`config.mk`:
```
export PLATFORM = sky130hd
export DESIGN_NAME = dlfloat16_dot_seq
export DESIGN_NICKNAME = d
export VERILOG_FILES = /design/src/rtl/dlfloat16_dot_seq.sv
export SDC_FILE = /design/constraint.sdc
export NUM_CORES = 1
export LEC_CHECK = 0
export CAP_MARGIN = 20
export CORE_MARGIN = 10
export CORE_UTILIZATION = 35
export DETAILED_ROUTE_END_ITERATION = 7
export PLACE_DENSITY_LB_ADDON = 0.08
export SYNTH_ARGS = -nofsm -noshare
export SYNTH_HDL_FRONTEND = slang
export SYNTH_SLANG_ARGS = --single-unit
export TNS_END_PERCENT = 5
```
`constraint.sdc`:
```
create_clock -name clk -period 2.48 [get_ports clk]
set_input_delay 0.496 -clock clk [delete_from_list [all_inputs] [get_ports clk]]
set_output_delay 0.496 -clock clk [all_outputs]
set_load 0.02 [all_outputs]
```
`src/rtl/dlfloat16_dot_seq.sv`:
```
// rtl/dlfloat16_dot_seq.sv - DLFloat16 dot-product sequencer feeding dlfloat16_mac
// Optional overflow drain enabled by defining DLFLOAT_SEQ_OVF_STOP_EN.
module dlfloat16_dot_seq #(
  parameter int MAX_TERMS = 255,
  parameter int MAC_LAT   = 1
) (
  input  logic        clk,
  input  logic        rst,
  input  logic        in_valid,
  output logic        in_ready,
  input  logic [15:0] in_a,
  input  logic [15:0] in_b,
  input  logic        in_last,
  output logic [15:0] mac_a,
  output logic [15:0] mac_b,
  output logic [15:0] mac_d,
  output logic [3:0]  mac_ena,
  input  logic [19:0] mac_c,
  input  logic [4:0]  mac_flags,
  output logic        out_valid,
  input  logic        out_ready,
  output logic [15:0] out_result,
  output logic [4:0]  out_flags,
  output logic [7:0]  out_count
);

  localparam logic [7:0] MAX_CNT  = 8'(MAX_TERMS);
  localparam logic [2:0] LAT_INIT = 3'(MAC_LAT);

`ifdef DLFLOAT_SEQ_OVF_STOP_EN
  typedef enum logic [2:0] {ACCEPT, ISSUE, WAIT, DONE, DRAIN} state_t;
`else
  typedef enum logic [2:0] {ACCEPT, ISSUE, WAIT, DONE} state_t;
`endif

  state_t      state_q, state_d;
  logic [15:0] acc_q, acc_d;
  logic [4:0]  flg_q, flg_d;
  logic [7:0]  cnt_q, cnt_d;
  logic        last_q, last_d;
  logic [2:0]  lat_cnt_q, lat_cnt_d;
  logic [15:0] mac_a_q, mac_a_d, mac_b_q, mac_b_d, mac_d_q, mac_d_d;
  logic        in_ready_q, in_ready_d;
  logic [3:0]  mac_ena_q, mac_ena_d;
  logic        out_valid_q, out_valid_d;

  always_comb begin
    state_d   = state_q;
    acc_d     = acc_q;
    flg_d     = flg_q;
    cnt_d     = cnt_q;
    last_d    = last_q;
    lat_cnt_d = lat_cnt_q;
    mac_a_d   = mac_a_q;
    mac_b_d   = mac_b_q;
    mac_d_d   = mac_d_q;
    case (state_q)
      ACCEPT: begin
        if (in_valid && in_ready_q) begin
          mac_a_d = in_a;
          mac_b_d = in_b;
          mac_d_d = acc_q;
          last_d  = in_last;
          state_d = ISSUE;
        end
      end
      ISSUE: begin
        lat_cnt_d = LAT_INIT;
        state_d   = WAIT;
      end
      WAIT: begin
        lat_cnt_d = lat_cnt_q - 3'd1;
        if (lat_cnt_q <= 3'd1) begin
          // MAC result is valid only on this cycle; bits above the DLFloat16 field mean precision loss
          lat_cnt_d = '0;
          acc_d     = mac_c[15:0];
          flg_d     = flg_q | mac_flags | ((|mac_c[19:16]) ? 5'b01000 : 5'b00000);
          cnt_d     = cnt_q + 8'd1;
          if (last_q || cnt_d == MAX_CNT) state_d = DONE;
`ifdef DLFLOAT_SEQ_OVF_STOP_EN
          else if (mac_flags[2]) state_d = DRAIN;
`endif
          else state_d = ACCEPT;
        end
      end
      DONE: begin
        if (out_ready) begin
          acc_d   = '0;
          flg_d   = '0;
          cnt_d   = '0;
          last_d  = 1'b0;
          state_d = ACCEPT;
        end
      end
`ifdef DLFLOAT_SEQ_OVF_STOP_EN
      DRAIN: begin
        if (in_valid && in_ready_q && in_last) state_d = DONE;
      end
`endif
      default: state_d = ACCEPT;
    endcase

`ifdef DLFLOAT_SEQ_OVF_STOP_EN
    in_ready_d = (state_d == ACCEPT) || (state_d == DRAIN);
`else
    in_ready_d = (state_d == ACCEPT);
`endif
    mac_ena_d   = (state_d == ISSUE) ? 4'b1001 : 4'b0000;
    out_valid_d = (state_d == DONE);
  end

  always_ff @(posedge clk) begin
    if (rst) begin
      state_q     <= ACCEPT;
      acc_q       <= '0;
      flg_q       <= '0;
      cnt_q       <= '0;
      last_q      <= 1'b0;
      lat_cnt_q   <= '0;
      mac_a_q     <= '0;
      mac_b_q     <= '0;
      mac_d_q     <= '0;
      in_ready_q  <= 1'b0;
      mac_ena_q   <= '0;
      out_valid_q <= 1'b0;
    end else begin
      state_q     <= state_d;
      acc_q       <= acc_d;
      flg_q       <= flg_d;
      cnt_q       <= cnt_d;
      last_q      <= last_d;
      lat_cnt_q   <= lat_cnt_d;
      mac_a_q     <= mac_a_d;
      mac_b_q     <= mac_b_d;
      mac_d_q     <= mac_d_d;
      in_ready_q  <= in_ready_d;
      mac_ena_q   <= mac_ena_d;
      out_valid_q <= out_valid_d;
    end
  end

  assign in_ready   = in_ready_q;
  assign mac_a      = mac_a_q;
  assign mac_b      = mac_b_q;
  assign mac_d      = mac_d_q;
  assign mac_ena    = mac_ena_q;
  assign out_valid  = out_valid_q;
  assign out_result = acc_q;
  assign out_flags  = flg_q;
  assign out_count  = cnt_q;

endmodule

```
==> results.py, run 1 <==
metrics = {
    "outcome": {
        "status": "finished, final reports clean",
    },
    "drt": {
        "ant_nets": 0,
        "drt_iter0_drc": 181,
        "wl_per_cell_um": 15.41,
        "via_count": 3371,
        "wirelength_um": 10700,
        "vias_per_cell": 4.857,
        "drc_errors": 0,
        "drt_pre_antenna_iters": 5,
    },
    "yosys": {
        "synth.distinct_cells": 39,
        "async_flop_share": 0,
        "ys_seq_elements": 87,
        "yosysWarnings": 0,
        "synth_top_area_frac": 0.5138,
        "yosys_most_used_dff": "dfxtp_1",
        "syn_avg_cell_area_um2": 7.919,
        "synth_cells": 428,
        "synth_top_area_cell": "dfxtp_1",
        "synth_edf_count": 0,
        "synthTopCellsByCount": "nand2_1 (123), dfxtp_1 (87), a21oi_1 (83)",
        "netlist_area_mm2": 0.003390,
        "ys_top_cells_by_area": "dfxtp_1 (51%), nand2_1 (14%), a21oi_1 (12%)",
        "yosysMostFrequentCell": "nand2_1",
        "synth_seq_area_share": 0.5138,
    },
    "min_path": {
        "hp-class": "reg -> reg",
        "hold_start": "mac_d[0]",
        "min_to": "mac_d[0]",
        "whs_path_depth": 2,
    },
    "critical_path": {
        "worstPathMaxFanout": 11,
        "crit_path_start_kind": "flip-flop",
        "rr_endpoint": "out_count[5]",
        "cp-startpoint": "state_q[1]",
        "criticalPathCategory": "reg -> reg",
        "path_cells": "nand2b_1 > or4_4 > or4_1 > a21oi_1",
        "crit_arrival_ns": 2.36,
        "required_ns": 2.76,
        "r2r_start": "state_q[1]",
        "endpoint_kind": "flip-flop",
        "ff2ff_setup_slack_ns": 0.40,
        "cp_slowest_cell": "dfxtp_1",
        "ff2ff_path_depth": 4,
        "slowest_delay_ns": 0.55,
    },
    "floorplanning": {
        "fp.coreArea_mm2": 0.009328,
        "io_pins": 145,
        "num_rows": 35,
        "start_util": 0.3634,
        "die_y_um": 118.4,
        "die_area_mm2": 0.01402,
        "fp.dieW_um": 118.4,
    },
    "power_and_ir_drop": {
        "pwr-share-clk": 0.347,
        "netSwitchingPower_w": 0.0006056,
        "ir_drop_uv": 236.4,
        "p_leak_nw": 1.714,
        "p_int_w": 0.001973,
        "power.density_mw_per_mm2": 505.5,
        "seqPwrFrac": 0.555,
        "swShare": 0.2348,
        "power_frac_comb": 0.098,
        "fin_total_pwr_w": 0.002579,
    },
    "run": {
        "maxCapViolCount": 0,
    },
    "timing": {
        "final-setup-viol-count": 0,
        "finalCritPeriodShare": 0.8387,
        "post-route-min-period_ns": 2.080,
        "skew_ns": 0.007964,
        "tns_ns": 0,
        "hold_violations": 0,
        "fmax_ghz": 0.4808,
        "grt_setup_unrepaired": "false",
        "worst_slack_ns": 0.4000,
        "slew_violations": 0,
    },
    "placed_design": {
        "hpwl_um": 7740,
        "gp_congestion": 0.7834,
        "dp_slack_ns": 0.2943,
        "port_buffers": 142,
    },
    "grt": {
        "gr-total-overflow": 0,
        "grt_pass1_wl_um": 17340,
        "grt_pass1_vias": 3381,
        "antenna_found_initial": 0,
        "grt_max_degree": 46,
        "grt_util_all_layers": 0.1491,
    },
    "layout": {
        "n_antenna_cell": 0,
        "utilization": 0.5469,
        "drive_above_1_share": 0.05487,
        "area_delta_synth_final_pct": 50.50,
        "nets": 626,
    },
    "clock_network": {
        "cts_resized": 0,
        "cts_made_buffers": 9,
        "ctsRootBufferMaster": "clkbuf_8",
        "tritoncts": "done",
        "cts_hold_buf": 0,
        "clkSinkCount": 87,
        "cts_setup_buffers": 0,
        "clk_latency_ns": 0.35,
        "htree_levels": 3,
        "clock_path_buffers": 2,
        "clkSlewWorstSetupHoldPaths_ns": 0.08,
    },
}
worst max-delay path, delay by kind of cell, from the launching register on:
kind	cells	cell delay, ns
flops	1	0.55
simple gates	3	1.31
compound gates	1	0.15
kinds of logic (layout without fill, tap and decap cells):
group | Yosys count | after routing | share of synthesized area
DFF | 87 | 87 | 0.5138
other | 1 | 3 | 0.001106
buffers and inverters | 38 | 173 | 0.04836
xor gates and xnor gates | 3 | 3 | 0.007753
AOI/OAI and AO/OA | 106 | 106 | 0.1713
and+or+nand+nor | 189 | 189 | 0.2429
adders and majority gates | 4 | 4 | 0.01477
sequential cells by signal, summed over array words and instances (netlist names):
name / count
mac_d: 16
in_ready: 1
out_result: 16
out_count: 8
state_q: 3
out_valid: 1
lat_cnt_q: 3
mac_b: 16
mac_ena: 1
last_q: 1
out_flags: 5
mac_a: 16
area by class of cell:
class	count	area, um^2
clock buffers	13	158.9
well taps	129	161.4
inverters	4	15.01
multi-input cells	305	1508
repair buffers	153	1499
clock inverters	3	17.52
flip-flops and latches	87	1742
fillers	892	4227
cells in the final DEF (no fill, tap or decap), types with 2 or more instances in the layout:
master / instances
o31ai_1: 2
clkdlybuf4s50_1: 141
clkinv_2: 2
buf_4: 11
clkbuf_8: 11
nor3_1: 6
nor2_1: 14
conb_1: 3
or3_1: 2
o21ai_0: 7
and3_1: 2
o2111ai_1: 2
xnor2_1: 2
clkbuf_1: 2
nand3_1: 21
a21oi_1: 83
and2_1: 3
o21a_1: 2
nand2b_1: 6
ha_1: 4
nor2b_1: 5
dfxtp_1: 87
inv_1: 4
nand2_1: 123
a31oi_1: 3
power by group through the flow:
stage          clock network, W  registers [W]   logic, W
2_1_floorplan                 0        0.00148  0.0000774
3_3_place_gp                  0        0.00146   0.000253
3_5_place_dp                  0        0.00146   0.000255
4_1_cts                0.000931        0.00143   0.000257
5_1_grt                0.000980        0.00143   0.000275
6_report               0.000895        0.00143   0.000253
how the worst max path moves through the flow:
stage | endpoint | slack [ns]
after CTS | out_count[5] | 0.41
after detailed placement | last_q | 0.29
after floorplan | out_count[5] | 0.49
after global routing | out_count[5] | 0.27
final | out_count[5] | 0.40
after global placement | last_q | 0.30
layer usage:
| layer | GRT usage | vias up | part of all wire |
|---|---|---|---|
| met1 | 0.1659 | 1563 | 0.42 |
| met4 | 0.05725 | 0 | 0.016 |
| li1 | - | 1688 | - |
| met2 | 0.2444 | 107 | 0.47 |
| met5 | 0 | - | 0 |
| met3 | 0.06806 | 13 | 0.093 |
stage by stage:
step	cells	area [um^2]	hold slack, ns
after floorplan	430	3397	0.5069
after global placement	678	4925	0.4402
after detailed placement	678	4925	0.4456
after CTS	694	5101	0.4584
after global routing	694	5101	0.4821
final	694	5101	0.4539
Note: power is estimated with default switching activity, not from simulation.
==> run 2, diff against run 1 <==
clock period = 1.85 ns   (was 2.48 ns; I/O delays follow)
==> run 2 against run 1 <==
Compared with the run above: sequential share of layout area down 1.1 points; routed wire length increased by 1.3%; clock power rose by 41%; final cell count rose by 1.6%; count of clock-buffer cells in the layout down 3; core utilization increased by 2.1 points; critical path type is now reg -> out; critical endpoint is now out_count[4]; highest routed layer unchanged.
==> results.py, run 2 (synthesized netlist as in run 1, its figures left out) <==
metrics = {
    "min_path": {
        "hp-class": "reg -> reg",
    },
    "power_and_ir_drop": {
        "ir_drop_uv": 412.4,
        "netSwitchingPower_w": 0.0008933,
        "fin_total_pwr_w": 0.003533,
        "swShare": 0.2528,
        "p_leak_nw": 1.843,
        "power.density_mw_per_mm2": 667.1,
        "seqPwrFrac": 0.542,
        "pwr-share-clk": 0.357,
        "power_frac_comb": 0.101,
        "p_int_w": 0.002640,
    },
    "clock_network": {
        "clk_latency_ns": 0.35,
        "clkSinkCount": 87,
        "tritoncts": "done",
        "clock_path_buffers": 2,
        "cts_made_buffers": 9,
        "ctsRootBufferMaster": "clkbuf_8",
        "htree_levels": 3,
        "cts_hold_buf": 0,
        "clkSlewWorstSetupHoldPaths_ns": 0.08,
    },
    "grt": {
        "grt_pass1_vias": 3296,
        "gr-total-overflow": 0,
        "grt_util_all_layers": 0.1497,
        "antenna_found_initial": 1,
        "grt_pass1_wl_um": 17410,
        "grt_max_degree": 59,
    },
    "critical_path": {
        "worstPathMaxFanout": 6,
        "slowest_delay_ns": 0.65,
        "crit_arrival_ns": 1.42,
        "path_cells": "clkdlybuf4s50_1",
        "endpoint_kind": "output port",
        "cpLargestDelayFamily": "buffers and inverters",
        "criticalPathCategory": "reg -> out",
        "crit_path_start_kind": "flip-flop",
        "cp_num_buf_inv": 1,
        "required_ns": 1.48,
        "cp_slowest_cell": "clkdlybuf4s50_1",
    },
    "placed_design": {
        "port_buffers": 142,
        "dp_slack_ns": -0.1950,
        "hpwl_um": 7870,
        "gp_congestion": 0.8344,
    },
    "drt": {
        "ant_nets": 0,
        "wl_per_cell_um": 15.37,
        "drc_errors": 0,
        "wirelength_um": 10840,
        "drt_pre_antenna_iters": 6,
        "via_count": 3379,
        "vias_per_cell": 4.793,
        "drt_iter0_drc": 183,
    },
    "layout": {
        "final_cell_mix": "clkdlybuf4s50_1 (136), nand2_1 (123), dfxtp_1 (83)",
        "n_antenna_cell": 0,
        "drive_above_1_share": 0.09375,
        "area_delta_synth_final_pct": 56.26,
        "layout_commonest_cell": "clkdlybuf4s50_1",
        "utilization": 0.5678,
        "fillers": 885,
        "nets": 637,
    },
    "timing": {
        "fmax_ghz": 0.5587,
        "finalCritPeriodShare": 0.9674,
        "worst_slack_ns": 0.06025,
        "hold_violations": 0,
        "final-setup-viol-count": 0,
        "skew_ns": 0.009443,
        "post-route-min-period_ns": 1.790,
        "slew_violations": 0,
    },
    "floorplanning": {
        "die_area_mm2": 0.01402,
        "fp.coreArea_mm2": 0.009328,
        "num_rows": 35,
        "die_y_um": 118.4,
        "fp.dieW_um": 118.4,
        "io_pins": 145,
        "start_util": 0.3634,
    },
    "outcome": {
        "status": "finished, final reports clean",
    },
    "run": {
        "maxCapViolCount": 0,
    },
}
-- run 2: repair_timing --
item                                   4_1_cts  5_1_grt
endpoints found under the hold margin        0        0
pin swaps                                    0        2
setup buffers                                0        1
setup endpoints to repair                    8       16
gates resized for setup                      5       14
-- run 2: area by class of cell --
cell class                 instances  area [um^2]  share of cell area
multi-input combinational        305         1541              0.2910
sequential                        87         1749              0.3303
tap                              129        161.4             0.03047
clock buffer                      10        137.6             0.02599
inverter                           4        15.01            0.002835
clock inverter                     6        51.30            0.009686
timing repair buffer             164         1640              0.3097
-- run 2: path summary, 6_finish.rpt --
kind / from / end / slack (ns) / depth (start not counted)
min reg2reg: mac_b[2] / mac_b[2] / 0.46 / 2
max: out_count[4] / out_count[4] / 0.06 / 1
min: mac_b[2] / mac_b[2] / 0.46 / 2
max reg2reg: lat_cnt_q[1] / out_count[5] / 0.08 / 6
-- run 2: power groups by stage --
stage	logic [W]	clock network (W)	registers (W)
2_1_floorplan	0.000104	0	0.00199
3_3_place_gp	0.000354	0	0.00196
3_5_place_dp	0.000357	0	0.00196
4_1_cts	0.000359	0.00131	0.00192
5_1_grt	0.000384	0.00139	0.00192
6_report	0.000356	0.00126	0.00192
-- run 2: through the flow --
step           hold WS (ns)  setup TNS [ns]  instances  cell area, um^2
2_1_floorplan        0.5025        -0.01865        430             3412
3_3_place_gp         0.4404          -6.787        688             5065
3_5_place_dp         0.4467          -7.126        688             5065
4_1_cts              0.4377               0        704             5256
5_1_grt              0.4662       -0.005950        705             5296
6_report             0.4579               0        705             5296
-- run 2: per-layer routing --
metal	vias to the layer above	global-route usage	share of wire
li1	1711	-	-
met2	94	0.2403	0.47
met5	-	0	0
met3	12	0.06568	0.088
met1	1562	0.1736	0.42
met4	0	0.05344	0.015
